`config.mk`:
```
export PLATFORM = sky130hd
export DESIGN_NAME = bloco_controle_flat
export DESIGN_NICKNAME = d
export VERILOG_FILES = /design/src/rtl/bloco_controle_pkg.sv /design/src/rtl/bloco_controle_if.sv /design/src/rtl/bloco_controle_contador_espera.sv /design/src/rtl/bloco_controle.sv /design/src/flat_wrapper.sv
export SDC_FILE = /design/constraint.sdc
export NUM_CORES = 1
export LEC_CHECK = 0
export CORE_AREA = 2 2 39 41
export CTS_BUF_LIST = sky130_fd_sc_hd__clkbuf_16
export DETAILED_ROUTE_END_ITERATION = 10
export DIE_AREA = 0 0 41 43
export GPL_ROUTABILITY_DRIVEN = 1
export PLACE_DENSITY = 0.65
export SKIP_CTS_REPAIR_TIMING = 1
export SLEW_MARGIN = 40
export SYNTH_ARGS = -nofsm -noshare
export SYNTH_HDL_FRONTEND = slang
export SYNTH_SLANG_ARGS = --single-unit
```
`constraint.sdc`:
```
create_clock -name clock -period 1.7 [get_ports clock]
set_clock_uncertainty 0.15 [all_clocks]
set_input_delay 0.34 -clock clock [delete_from_list [all_inputs] [get_ports clock]]
set_output_delay 0.34 -clock clock [all_outputs]
set_load 0.01 [all_outputs]
```
`src/rtl/bloco_controle_pkg.sv`:
```
// bloco_controle_pkg: shared states, op codes, mux selects and step control-word decode
// Exports state_t, step_t and step_word(), which maps an FSM state to the
// control word it drives toward bloco_operativo.
package bloco_controle_pkg;
    typedef enum logic [3:0] {IDLE, LOAD, P1, P2, P3, P4, L1, L2, Q1, Q2, DONE, ERR} state_t;
    typedef enum logic [1:0] {ST_NONE, ST_S, ST_X, ST_H} strobe_t;
    localparam logic [1:0] OP_POLY = 2'b00;
    localparam logic [1:0] OP_LIN  = 2'b01;
    localparam logic [1:0] OP_SQR  = 2'b10;
    localparam logic [1:0] OP_RSV  = 2'b11;
    localparam logic [1:0] SEL_A   = 2'b00;
    localparam logic [1:0] SEL_B   = 2'b10;
    localparam logic [1:0] SEL_C   = 2'b11;
    // m1 and m2 place the m0 path and X at swapped codes; S and H share codes
    localparam logic [1:0] M1_SEL_M0 = 2'b00;
    localparam logic [1:0] M1_SEL_X  = 2'b01;
    localparam logic [1:0] M2_SEL_X  = 2'b00;
    localparam logic [1:0] M2_SEL_M0 = 2'b01;
    localparam logic [1:0] SEL_S   = 2'b10;
    localparam logic [1:0] SEL_H   = 2'b11;
    typedef struct packed {
        logic       mul;
        logic [1:0] m0;
        logic [1:0] m1;
        logic [1:0] m2;
        strobe_t    strobe;
    } step_t;
    function automatic step_t step_word(state_t s);
        step_t w;
        w = '{mul: 1'b0, m0: SEL_A, m1: M1_SEL_M0, m2: M2_SEL_X, strobe: ST_NONE};
        case (s)
            LOAD:   w.strobe = ST_X;
            P1, Q1: begin w.mul = 1'b1; w.strobe = ST_S; end
            L1:     begin w.mul = 1'b1; w.strobe = ST_H; end
            P2:     begin w.m0 = SEL_B; w.m2 = SEL_S; w.strobe = ST_S; end
            P3, Q2: begin w.mul = 1'b1; w.m1 = M1_SEL_X; w.m2 = SEL_S; w.strobe = ST_S; end
            P4:     begin w.m0 = SEL_C; w.m2 = SEL_S; w.strobe = ST_S; end
            L2:     begin w.m0 = SEL_B; w.m2 = SEL_H; w.strobe = ST_S; end
            default: ;
        endcase
        return w;
    endfunction
endpackage

```
`src/rtl/bloco_controle_if.sv`:
```
// bloco_controle_if: request/status and control-word bundle between requester and controller
// start/op: request; ready/done/err: status; h, ls/lx/lh, m0/m1/m2: datapath control word.
interface bloco_controle_if;
    logic       start;
    logic [1:0] op;
    logic       ready;
    logic       done;
    logic       err;
    logic       h;
    logic       ls;
    logic       lx;
    logic       lh;
    logic [1:0] m0;
    logic [1:0] m1;
    logic [1:0] m2;
    modport master (output start, op, input ready, done, err, h, ls, lx, lh, m0, m1, m2);
    modport slave (input start, op, output ready, done, err, h, ls, lx, lh, m0, m1, m2);
endinterface

```
`src/rtl/bloco_controle_contador_espera.sv`:
```
// contador_espera: step-hold counter, last marks the final cycle of an ALU step
// clock/reset: clocking, async active-high reset; clr: restart at 0; last: count == ALU_WAIT.
module contador_espera #(
    parameter int ALU_WAIT = 0
) (
    input  logic clock,
    input  logic reset,
    input  logic clr,
    output logic last
);
    localparam int W = ALU_WAIT > 0 ? $clog2(ALU_WAIT + 1) : 1;
    logic [W-1:0] cnt_q, cnt_d;
    assign last  = cnt_q == W'(ALU_WAIT);
    assign cnt_d = clr ? '0 : last ? cnt_q : cnt_q + 1'b1;
    always_ff @(posedge clock or posedge reset)
        if (reset) cnt_q <= '0;
        else cnt_q <= cnt_d;
endmodule

```
`src/rtl/bloco_controle.sv`:
```
// bloco_controle: Moore control FSM sequencing bloco_operativo through three fixed formulas
// clock/reset: clocking, async active-high reset; bus (slave): start/op in,
// ready/done/err status and h, ls/lx/lh, m0/m1/m2 control word out.
module bloco_controle
    import bloco_controle_pkg::*;
#(
    parameter int   ALU_WAIT = 0,
    parameter logic H_MUL    = 1'b1
) (
    input logic             clock,
    input logic             reset,
    bloco_controle_if.slave bus
);
    state_t     state_q, state_d;
    logic [1:0] op_q, op_d;
    logic       last, in_step;
    step_t      w;
    assign in_step = state_q inside {P1, P2, P3, P4, L1, L2, Q1, Q2};
    // counter sits at 0 outside steps and restarts on a step's last cycle, so every step enters at 0
    contador_espera #(.ALU_WAIT(ALU_WAIT)) u_espera (
        .clock(clock),
        .reset(reset),
        .clr  (~in_step | last),
        .last (last)
    );
    always_ff @(posedge clock or posedge reset)
        if (reset) begin
            state_q <= IDLE;
            op_q    <= OP_POLY;
        end else begin
            state_q <= state_d;
            op_q    <= op_d;
        end
    always_comb begin
        state_d = state_q;
        op_d    = op_q;
        case (state_q)
            IDLE: if (bus.start) begin
                state_d = bus.op == OP_RSV ? ERR : LOAD;
                op_d    = bus.op == OP_RSV ? op_q : bus.op;
            end
            LOAD:           state_d = op_q == OP_POLY ? P1 : op_q == OP_LIN ? L1 : Q1;
            P1:             state_d = last ? P2 : P1;
            P2:             state_d = last ? P3 : P2;
            P3:             state_d = last ? P4 : P3;
            L1:             state_d = last ? L2 : L1;
            Q1:             state_d = last ? Q2 : Q1;
            P4, L2, Q2:     state_d = last ? DONE : state_q;
            default:        state_d = IDLE;
        endcase
    end
    always_comb w = step_word(state_q);
    assign bus.ready = state_q == IDLE;
    assign bus.done  = state_q == DONE;
    assign bus.err   = state_q == ERR;
    assign bus.h     = w.mul ? H_MUL : ~H_MUL;
    assign bus.m0    = w.m0;
    assign bus.m1    = w.m1;
    assign bus.m2    = w.m2;
    // LOAD is a single fixed cycle; ALU steps strobe only once the operands have settled
    assign bus.lx    = w.strobe == ST_X;
    assign bus.ls    = w.strobe == ST_S && last;
    assign bus.lh    = w.strobe == ST_H && last;
endmodule

```
`src/flat_wrapper.sv`:
```
// flat-port wrapper written by rule: the top's interface ports become plain ports
module bloco_controle_flat import bloco_controle_pkg::*;
#(
    parameter int   ALU_WAIT = 0,
    parameter logic H_MUL    = 1'b1
)
  (clock, reset, bus_start, bus_op, bus_ready, bus_done, bus_err, bus_h, bus_ls, bus_lx, bus_lh, bus_m0, bus_m1, bus_m2);
  bloco_controle_if bus_i ();
  input logic clock;
  input logic reset;
  input wire logic [$bits(bus_i.start)-1:0] bus_start;
  input wire logic [$bits(bus_i.op)-1:0] bus_op;
  output wire logic [$bits(bus_i.ready)-1:0] bus_ready;
  output wire logic [$bits(bus_i.done)-1:0] bus_done;
  output wire logic [$bits(bus_i.err)-1:0] bus_err;
  output wire logic [$bits(bus_i.h)-1:0] bus_h;
  output wire logic [$bits(bus_i.ls)-1:0] bus_ls;
  output wire logic [$bits(bus_i.lx)-1:0] bus_lx;
  output wire logic [$bits(bus_i.lh)-1:0] bus_lh;
  output wire logic [$bits(bus_i.m0)-1:0] bus_m0;
  output wire logic [$bits(bus_i.m1)-1:0] bus_m1;
  output wire logic [$bits(bus_i.m2)-1:0] bus_m2;
  assign bus_i.start = bus_start;
  assign bus_i.op = bus_op;
  assign bus_ready = bus_i.ready;
  assign bus_done = bus_i.done;
  assign bus_err = bus_i.err;
  assign bus_h = bus_i.h;
  assign bus_ls = bus_i.ls;
  assign bus_lx = bus_i.lx;
  assign bus_lh = bus_i.lh;
  assign bus_m0 = bus_i.m0;
  assign bus_m1 = bus_i.m1;
  assign bus_m2 = bus_i.m2;
  bloco_controle #(.ALU_WAIT(ALU_WAIT), .H_MUL(H_MUL)) u_core (.clock(clock), .reset(reset), .bus(bus_i));
endmodule
```
### Yosys cells after proc, flatten, opt, wreduce, memory -nomap -nowiden

Index checks and enable logic that the tools add are counted.

* register bits: 7
* input bits: 5

* $add $sub $neg: 1
* eq/ne operators: 18
* muxes and demuxes: 19
* bitwise logic cells: 4
* reductions and logical operators: 13

Operator list (count)
* $pmux 4 s8: 1
* $mux 4: 5
* $eq 4x3->1 const B: 4
* $eq 4x4->1 const B: 4
* $mux 1: 9
* $eq 4x2->1 const B: 2
* $pmux 2 s2: 2
* $reduce_bool 8->1: 1
* $reduce_or 7->1: 1
* $eq 2x2->1 const B: 3
* $pmux 2 s3: 1
* $reduce_or 5->1: 1
* $eq 2x1->1 const B: 2
* $eq 4x1->1 const B: 1
* $logic_not 4->1: 1
* $ne 2x2->1 const B: 2
* $reduce_or 2->1: 2
* $reduce_or 4->1: 1
* $mux 3: 1
* $not 1->1: 3
* $reduce_and 3->1: 1
* $reduce_or 3->1: 1
* $logic_and 1x1->1: 2
* $logic_not 2->1: 1
* other kinds (3): 3

### Longest topological paths before layout

Gate-level depths: netlist (run 1).

* word-level depth: 5
* gate-level depth with buffers: 4
* gate-level depth less buffers: 4

### Modules after synthesis

From an unflattened synthesis (run 1), not the netlist that was laid out.

* cell total of the unflattened synthesis: 78
* area, all modules: 668.1 um2

By module, submodules not included
* bloco_controle: times used 1, cells an instance 76, area each 656.9 um2, seq. area each 150.1 um2
* contador_espera: times used 1, cells an instance 2, area each 11.3 um2, seq. area each 0.0 um2

### Worst setup path before layout (run 1)

Ideal clock, no wire load.

* kind: register to output
* from: reg u_core.state_q[2]
* to: out bus_m1[0]
* arrival time: 1045 ps
* data required time: 1210 ps
* slack: 165 ps
* stages on the path, launching flop included: 5
* path buffers: 1
* cells stage by stage: dfrtp_1 -> clkbuf_1 -> nor3b_1 -> a21oi_1 -> nor2_1

* word-level cells in the longest chain between the ends: 3

RTL lines
* start: declaration: RTL line bloco_controle.sv:14 `state_t state_q, state_d;`
* start signal: assignment: RTL line bloco_controle.sv:31 `state_q <= state_d;`
* $eq 4x4->1 or $eq 4x3->1 (tied branches): RTL line bloco_controle_pkg.sv:31 `case (s)`
* $reduce_or 2->1 (*)
* $mux 1 (*): RTL line bloco_controle_pkg.sv:31
* end: declaration: RTL line flat_wrapper.sv:21 `output wire logic [$bits(bus_i.m1)-1:0] bus_m1;`

Mark *: on every way between the ends. The rest lies on a longest branch, timed or not.

### Worst setup path after layout (run 1)

* from: reg u_core.state_q[1]
* to: out bus_ready

* word-level cells in the longest chain between the ends: 1

RTL lines
* $logic_not 4->1: RTL line bloco_controle.sv:53 `assign bus.ready = state_q == IDLE;`
* end: declaration: RTL line flat_wrapper.sv:13 `output wire logic [$bits(bus_i.ready)-1:0] bus_ready;`

No other way between the ends.

==> reports/summary.txt, run 1 <==
status: finished with violations
failing checks: setup timing
synth unique cells: 28
startpoint of the worst register-to-register path: u_core.state_q[1]
number of global-route vias before repair: 455
crit start category: flop
Die Span Y: 43 um
Comb power frac: 0.646
DIE AREA: 1760 um2
Top FF cell, synth: dfrtp_1
RSZ-0062 raised after global routing: true
# setup viols final: 10
Final period util: 1.15
area of the core: 1380 um2
Critical Path RT: 1.21 ns
Final WS setup: -0.258 ns
routability cong.: 0.817
Worst-Skew Late Latency: 0.22 ns
global-route wire length before repair: 1790 um
VDD IR-drop max: 1.10 mV
largest family of logic cells by synthesized area: simple AND/OR/NAND/NOR gates
Seq cells post-synth: 6
GRT overflow: 0
all-layer global routing usage: 0.147
Max-Cap Viols: 0
total wire length: 1330 um
Synth Cell Area: 452 um2
Syn-to-layout area delta: 89.8%
drt first pass iters: 4
largest net degree at the start of global routing: 13
HPWL after DPL: 815 um
Leakage Power: 0.452 nW
asr flop ratio synth: 1.00
multi-input logic area: 329 um2
Switching Share: 0.383
Sequential Power Share: 0.153
Final #Nets: 98
Synth Area in XOR/XNOR: 0.0194
clock slew at reported path FFs: 0.03 ns
Synth Warn #: 0
Synth Net Count: 66
PortBufs: 16
share of the synthesized area in the top cell type: 0.332
Setup TNS Final: -0.691 ns
pwr dens: 2140 nW/um2
Yosys top cell by area: dfrtp_1
Clock power frac: 0.201
initial antenna violation count: 0
Post-Syn Instances: 61
kind of critical path: reg -> out
Compound-Gate Fraction of Synth Area: 0.205
Worst Path Arrival: 1.47 ns
DR WL/cell: 12.4 um
post-layout total power: 1.84 mW
Slew Viols, Final: 0
register area: 151 um2
antenna viol nets, final: 0
Mapped Avg Cell Area: 7.40 um2
Die W: 41 um
clock tree buffer depth: 2
share of cells above drive strength 1: 0.473
CTS Buf Count: 3
drt via density: 4.86
Vias: 520
Final Critical Period: 1.96 ns
Peak Freq: 511 MHz
Inserted Diodes: 0
CP Capture Type: output pin
ranking of synthesized cells by area: dfrtp_1 33%, nor2_1 8.3%, nor2b_1 5.5%
hold crit path type: in -> async
Crit. Startpoint: u_core.state_q[1]
# fillers: 136
sequential area share after synthesis: 0.332
switching power of the nets: 703 uW
endpoints failing hold: 0
Crit Path Max Fanout: 3
Starting Density: 0.326
DRT iter0 DRCs: 7
Post-Synth Simple-Gate Area: 0.319
Root Driver: clkbuf_16
drt drc: 0
# IOs: 18
CTS sink cnt: 6
htree depth: 1
Post-synth EDFFs: 0
mux cell area share after synthesis: 0.0222
# rows: 14
post-synthesis adder-cell area fraction: 0
Int Power: 1.13 mW
CTS tree: done
state kept, by name, indices dropped and copies added, names as in the netlist:
signal	count
u_core.op_q	2
u_core.state_q	4
cell usage in the layout, fill, tap and decap left out, types with 2 or more instances in the layout:
cell type and count:
nand2_1 2, dlymetal6s2s_1 2, nand2b_4 2, nor2_1 9, clkdlybuf4s50_1 4, buf_6 6
o21ai_0 2, nor3_1 2, buf_4 11, clkbuf_16 3, inv_1 4, a21oi_1 4
a31oi_1 2, nor2b_1 3, dfrtp_1 5, buf_2 8
critical path, stage by stage, from the launching register on:
cell	delay (ns)
dfrtp_1	0.42
buf_4	0.16
or4_4	0.49
inv_4	0.08
buf_6	0.09
power by group through the flow:
stage / combinational, mW / sequential, mW / clock, mW
after floorplan: 0.529 / 0.256 / 0
after global placement: 0.992 / 0.258 / 0
after global routing: 1.29 / 0.288 / 0.387
after CTS: 1.00 / 0.260 / 0.376
after detailed placement: 0.996 / 0.260 / 0
final: 1.19 / 0.281 / 0.370
synthesized netlist by cell type, types with 2 or more instances:
| cell | n |
|---|---|
| a21oi_1 | 4 |
| a31oi_1 | 2 |
| clkbuf_1 | 3 |
| dfrtp_1 | 6 |
| inv_1 | 4 |
| nand2_1 | 3 |
| nand2b_1 | 2 |
| nor2_1 | 10 |
| nor2b_1 | 4 |
| nor3_1 | 3 |
| o21ai_0 | 2 |
| o21ai_1 | 2 |
logic make-up (layout without fill, tap and decap cells):
logic type / after synthesis / after routing
buffers and inverters: 10 / 40
AND/OR/NAND/NOR: 27 / 27
other: 1 / 1
flip-flops: 6 / 6
AO/OA/AOI/OAI: 15 / 15
multiplexers: 1 / 1
XOR/XNOR: 1 / 1
path summary, 6_finish.rpt:
| kind | slack (ns) | depth (start not counted) | endpoint |
|---|---|---|---|
| worst max-delay path | -0.26 | 4 | bus_ready |
| worst min-delay path | 0.18 | 2 | u_core.state_q[0] |
| worst max register to register | -0.10 | 4 | u_core.op_q[0] |
| worst min register to register | 0.34 | 1 | u_core.op_q[0] |
| max in group asynchronous | 1.02 | 2 | u_core.state_q[2] |
| min in group clock | 0.34 | 1 | u_core.op_q[0] |
layout make-up:
type                       instances  area share
multi-input combinational         45       0.384
timing repair buffer              32       0.304
sequential                         6       0.177
clock buffer                       3      0.0876
inverter                           5      0.0248
tap                               16      0.0234
per-stage QoR:
step | util | worst slack, ns | instance area, um2 | std cells | hold WS [ns]
2_1_floorplan | - | 0.165 | 452 | 61 | -0.0190
3_3_place_gp | 0.494 | -0.286 | 683 | 98 | 0.344
3_5_place_dp | 0.494 | -0.289 | 683 | 98 | 0.341
4_1_cts | 0.548 | -0.526 | 758 | 101 | 0.185
5_1_grt | 0.619 | -0.285 | 857 | 107 | 0.223
6_report | 0.619 | -0.258 | 857 | 107 | 0.177
layer usage:
layer  up-vias  share of wire  GRT usage  routed length, um
li1        266              -          -                  -
met1       238           0.40      0.185                531
met2        16           0.55      0.228                729
met3         0          0.050     0.0209                 67
met4         0              0     0.0800                  0
met5         -              0          0                  0
(Power assumes the default switching activity.)
==> run 2, diff against run 1 <==
- CTS_CLUSTER_DIAMETER: unset -> 120
- CTS_CLUSTER_SIZE: unset -> 12
==> results of run 2 <==
Same layout as run 1: the final DEF is identical, and so are final timing and power.
==> RTL edit 1 (config.mk and constraints of run 2) <==
Put a register stage on the output `bus.err`. The value now appears one clock later.
--- a/src/rtl/bloco_controle.sv
+++ b/src/rtl/bloco_controle.sv
@@ -52,7 +52,9 @@
     always_comb w = step_word(state_q);
     assign bus.ready = state_q == IDLE;
     assign bus.done  = state_q == DONE;
-    assign bus.err   = state_q == ERR;
+    always_ff @(posedge clock) begin
+        bus.err <= state_q == ERR;
+    end
     assign bus.h     = w.mul ? H_MUL : ~H_MUL;
     assign bus.m0    = w.m0;
     assign bus.m1    = w.m1;
Check against the original RTL: not equivalent (a bounded check fails within 4 cycles, from zero or initial values and one cycle with reset high).
==> RTL edit 1 against run 2 <==
  * The run still ends with setup timing left
  * Power is 10% higher
  * Via count is 5.6% higher
  * First-iteration DRC count is 43% higher
  * Area after synthesis is 11% higher
  * Setup slack better by 78 ps
  * Sequential cell count is 1 higher
  * Final area is 13% higher
  * Wire length is 2.4% higher
  * Non-clock buffer count is 7 higher
  * Critical path type unchanged
  * Critical endpoint is now bus_ls
  * Highest routed layer is now met4
==> RTL edit 1: results (changes against run 2) <==
mux contribution to synthesized area: 4.00% (+1.8 points)
Crit Reg-Reg Startpoint: u_core.state_q[3]
# setup viols final: 6 (-4)
Synth cell types: 26 (-7.1%)
total routing usage reported by global routing: 17.8% (+3.1 points)
vias in the first global route: 508 (+12%)
met1 usage: 23.1% (+4.6 points)
Critical Path Start: u_core.state_q[2]
syn avg cell area: 7.82 um2 (+5.6%)
main area contributors after synthesis: dfrtp_1 30%, nor2_1 6.8%, nor2b_1 6.3%
slowest stage delay, CP: 410 ps (-80 ps)
met2 Use GR: 24.7% (+1.9 points)
Iter 0 DRT Violations: 10 (+3)
final RePlAce weighted congestion: 0.835 (+2.3%)
DRT Pass-1 Iters: 3 (-1)
first-pass GRT wire length: 2.04 mm (+14%)
largest net degree at the start of global routing: 10 (-3)
hold slack: 174 ps (-2.69 ps)
DP Area: 793 um2 (+16%)
Largest regs: u_core.state_q (4), u_core.op_q (2), u_core.bus.err (1)
Worst R2R Setup Slack: 230 ps (+330 ps)
dpl ws: -251 ps (+38.1 ps)
synth cell count leaders: 9 x nor2_1, 6 x dfrtp_1, 6 x nand2_1
Setup WS post-layout: -180 ps (+78.0 ps)
routed len/inst: 11.5 um (-7.1%)
outcome: finished with violations
Sum Neg Setup Slack: -412 ps (+279 ps)
Crit Path Max Fanout: 4 (+1)
failing checks: setup timing
total CTS buffers: 3 (unchanged)
vias per cell: 4.65 (-4.3%)
routed wire length: 1.36 mm (+2.4%)
layout cell share with drive strength beyond 1: 51.0% (+3.7 points)
r2r endpoint: u_core.op_q[1]
Synth Area in Compound Gates: 15.8% (-4.7 points)
Final HPWL DP: 940 um (+15%)
post-synthesis async set-or-reset flop share: 85.7% (-14 points)
Crit-path slowest cell: dfrtp_1
# nets final: 108 (+10%)
Combinational Power: 1280 uW (+8%)
worst setup path end: bus_ls
XOR/XNOR Fraction of Synth Area: 0% (-1.9 points)
Synthesized Nets: 69 (+4.5%)
VDD IR-drop max: 1110 uV (+0.45%)
Static Leak: 0.000487 uW (+7.8%)
Internal: 1300 uW (+15%)
Clk network pwr share: 19.2% (-0.9 points)
combinational share of power: 63.4% (-1.2 points)
met3 Usage GRT: 1.57% (-0.52 points)
Seq/Total Area, Yosys: 34.0% (+0.76 points)
RTL edit 1: cell count changes after synthesis, sizes merged, moves of 2 or more:
cell and delta:
nor3 -2, and3 +2, clkbuf -3, a21oi -3
nand2 +3, buf +3
RTL edit 1: cells by family (layout without fill, tap and decap cells):
family,after synthesis,count (layout)
compound gates,12,12
buf+inv,9,47
flops,7,7
mux,2,2
other cells,1,1
simple gates,33,33
RTL edit 1: final cells by class:
| class | instances | area, um2 |
|---|---|---|
| inverter | 4 | 15.0 |
| fill | 110 | 417 |
| tap | 16 | 20.0 |
| timing repair buffer | 39 | 324 |
| clock inverter | 1 | 3.75 |
| sequential | 7 | 171 |
| multi-input combinational | 48 | 358 |
| clock buffer | 3 | 75.1 |
RTL edit 1: per-layer routing:
metal	part of all wire, %	routed length [um]	vias up
met5	0	0	-
met4	3.2	43	0
met3	4.3	59	4
met2	47	636	14
met1	46	622	241
li1	-	-	290
==> RTL edit 2 (flow settings as in run 2) <==
Without the edit above. `H_MUL` is set to 1'b1 in 2 places; all go to 1'b0.
--- a/src/rtl/bloco_controle.sv
+++ b/src/rtl/bloco_controle.sv
@@ -5,7 +5,7 @@
     import bloco_controle_pkg::*;
 #(
     parameter int   ALU_WAIT = 0,
-    parameter logic H_MUL    = 1'b1
+    parameter logic H_MUL    = 1'b0
 ) (
     input logic             clock,
     input logic             reset,
--- a/src/flat_wrapper.sv
+++ b/src/flat_wrapper.sv
@@ -2,7 +2,7 @@
 module bloco_controle_flat import bloco_controle_pkg::*;
 #(
     parameter int   ALU_WAIT = 0,
-    parameter logic H_MUL    = 1'b1
+    parameter logic H_MUL    = 1'b0
 )
   (clock, reset, bus_start, bus_op, bus_ready, bus_done, bus_err, bus_h, bus_ls, bus_lx, bus_lh, bus_m0, bus_m1, bus_m2);
   bloco_controle_if bus_i ();
Function: changed (Yosys sat finds a counterexample within 4 cycles, from zero or initial values and one cycle with reset high).
==> RTL edit 2 against run 2 <==
  * The run still ends with setup timing left
  * Area after synthesis up 7.8%
  * Setup slack better by 160 ps
  * Highest routed layer is now met4
  * Cell count grew 6.5%
  * Sequential cell count unchanged
  * Synthesized cell count is 9.8% higher
  * Wire length up 9.8%
  * Final area grew 0.58%
  * Hold slack improved by 4.5 ps
  * Power decreased by 0.98%
  * Global-route usage is 2.7 points higher
==> RTL edit 2: results (changes against run 2) <==
outcome: finished with violations
failing checks: setup timing
# nets final: 105 (+7.1%)
clock tree buffer depth: 2 (unchanged)
DRT Pass-1 Iters: 5 (+1)
Final HPWL DP: 915 um (+12%)
WP data arrival: 1310 ps (-160 ps)
routed len/inst: 12.8 um (+3.0%)
Iter 0 DRT Violations: 23 (+16)
H-tree depth: 1 (unchanged)
filler cell count: 129 (-5.1%)
# setup viols final: 10 (unchanged)
Crit Reg-Reg Startpoint: u_core.state_q[2]
total CTS buffers: 3 (unchanged)
Synthesized Nets: 72 (+9.1%)
Synth cell types: 29 (+3.6%)
final RePlAce weighted congestion: 0.836 (+2.3%)
root buffer cell: clkbuf_16
syn avg cell area: 7.26 um2 (-1.9%)
total routing usage reported by global routing: 17.4% (+2.7 points)
largest net degree at the start of global routing: 22 (+9)
synth cell count leaders: 10 x nor2_1, 6 x dfrtp_1
Syn. warnings: 0 (unchanged)
first-pass GRT wire length: 2.06 mm (+15%)
Clock Pin Slew Worst Setup and Hold Paths: 30 ps (about the same)
Critical Path Start: u_core.state_q[0]
dpl ws: -274 ps (+14.5 ps)
routed vias: 611 (+18%)
most numerous cell in the Yosys netlist: nor2_1
min-delay worst type: input pin to async pin
Largest regs: u_core.state_q (4), u_core.op_q (2)
Sum Neg Setup Slack: -558 ps (+133 ps)
post-synthesis async set-or-reset flop share: 100% (unchanged)
GRT overflow: 0 (unchanged)
layout cell share with drive strength beyond 1: 41.8% (-5.4 points)
vias in the first global route: 475 (+4.4%)
Static Leak: 0.000428 uW (-5.3%)
main flop type after synthesis: dfrtp_1
VDD IR-drop max: 1440 uV (+31%)
Seq/Total Area, Yosys: 30.8% (-2.4 points)
diode count: 0 (unchanged)
Crit Path Max Fanout: 2 (-1)
I/O Buffers: 16 (unchanged)
main area contributors after synthesis: dfrtp_1 31%, nor2_1 7.7%, nand2b_1 6.4%
Setup WS post-layout: -99.3 ps (+159 ps)
vias per cell: 5.36 (+10%)
Skew-Pair Late Insertion Delay: 230 ps
initial antenna violation count: 0 (unchanged)
RTL edit 2: cell count changes after synthesis, sizes merged, moves of 2 or more:
cell and change:
nand2b +3, o21ai -3, a31oi -2, nand2 +2
nor2b -2, o22a +2
RTL edit 2: path summary, 6_finish.rpt:
path                                      to  slack (ps)  cells after the start
max in group asynchronous  u_core.state_q[1]        1020                      2
min reg2reg                   u_core.op_q[0]         350                      1
max reg2reg                u_core.state_q[1]         -40                      5
min                        u_core.state_q[3]         180                      2
min in group clock            u_core.op_q[0]         350                      1
max                                bus_ready        -100                      3
RTL edit 2: per-layer routing:
metal	track usage (%)	wire length (um)	part of all wire, %
met2	24.7	775	53
met3	3.14	55	3.8
met1	24.7	615	42
met5	0	0	0
met4	8.00	12	0.82
RTL edit 2: cell families after synthesis:
| group | after synthesis | synth area share [%] |
|---|---|---|
| and+or+nand+nor | 32 | 33.4 |
| other | 1 | 0.770 |
| AOI/OAI and AO/OA | 17 | 25.2 |
| DFF | 6 | 30.8 |
| buffers and inverters | 11 | 9.77 |
RTL edit 2: report_power, final:
group | internal (uW) | leakage (uW) | switching (uW)
clock | 301 | 0.0000370 | 74.6
combinational | 625 | 0.000318 | 542
sequential | 213 | 0.0000732 | 63.5
RTL edit 2: per-stage QoR:
step	instance area (um2)	power [uW]
4_1_cts	811	1680
3_5_place_dp	736	1280
2_1_floorplan	487	810
6_report	862	1820
5_1_grt	862	1940
3_3_place_gp	736	1280
RTL edit 2: layout make-up:
cell class,instances,area share [%]
multi-input combinational,50,37.6
timing repair buffer,34,31.6
tap,16,2.32
inverter,5,2.18
clock buffer,3,8.71
sequential,6,17.6
RTL edit 2: worst max-delay path, stage by stage (launching register included):
cell and delay (ps):
dfrtp_1 380, or4_4 550, inv_2 70, buf_6 90
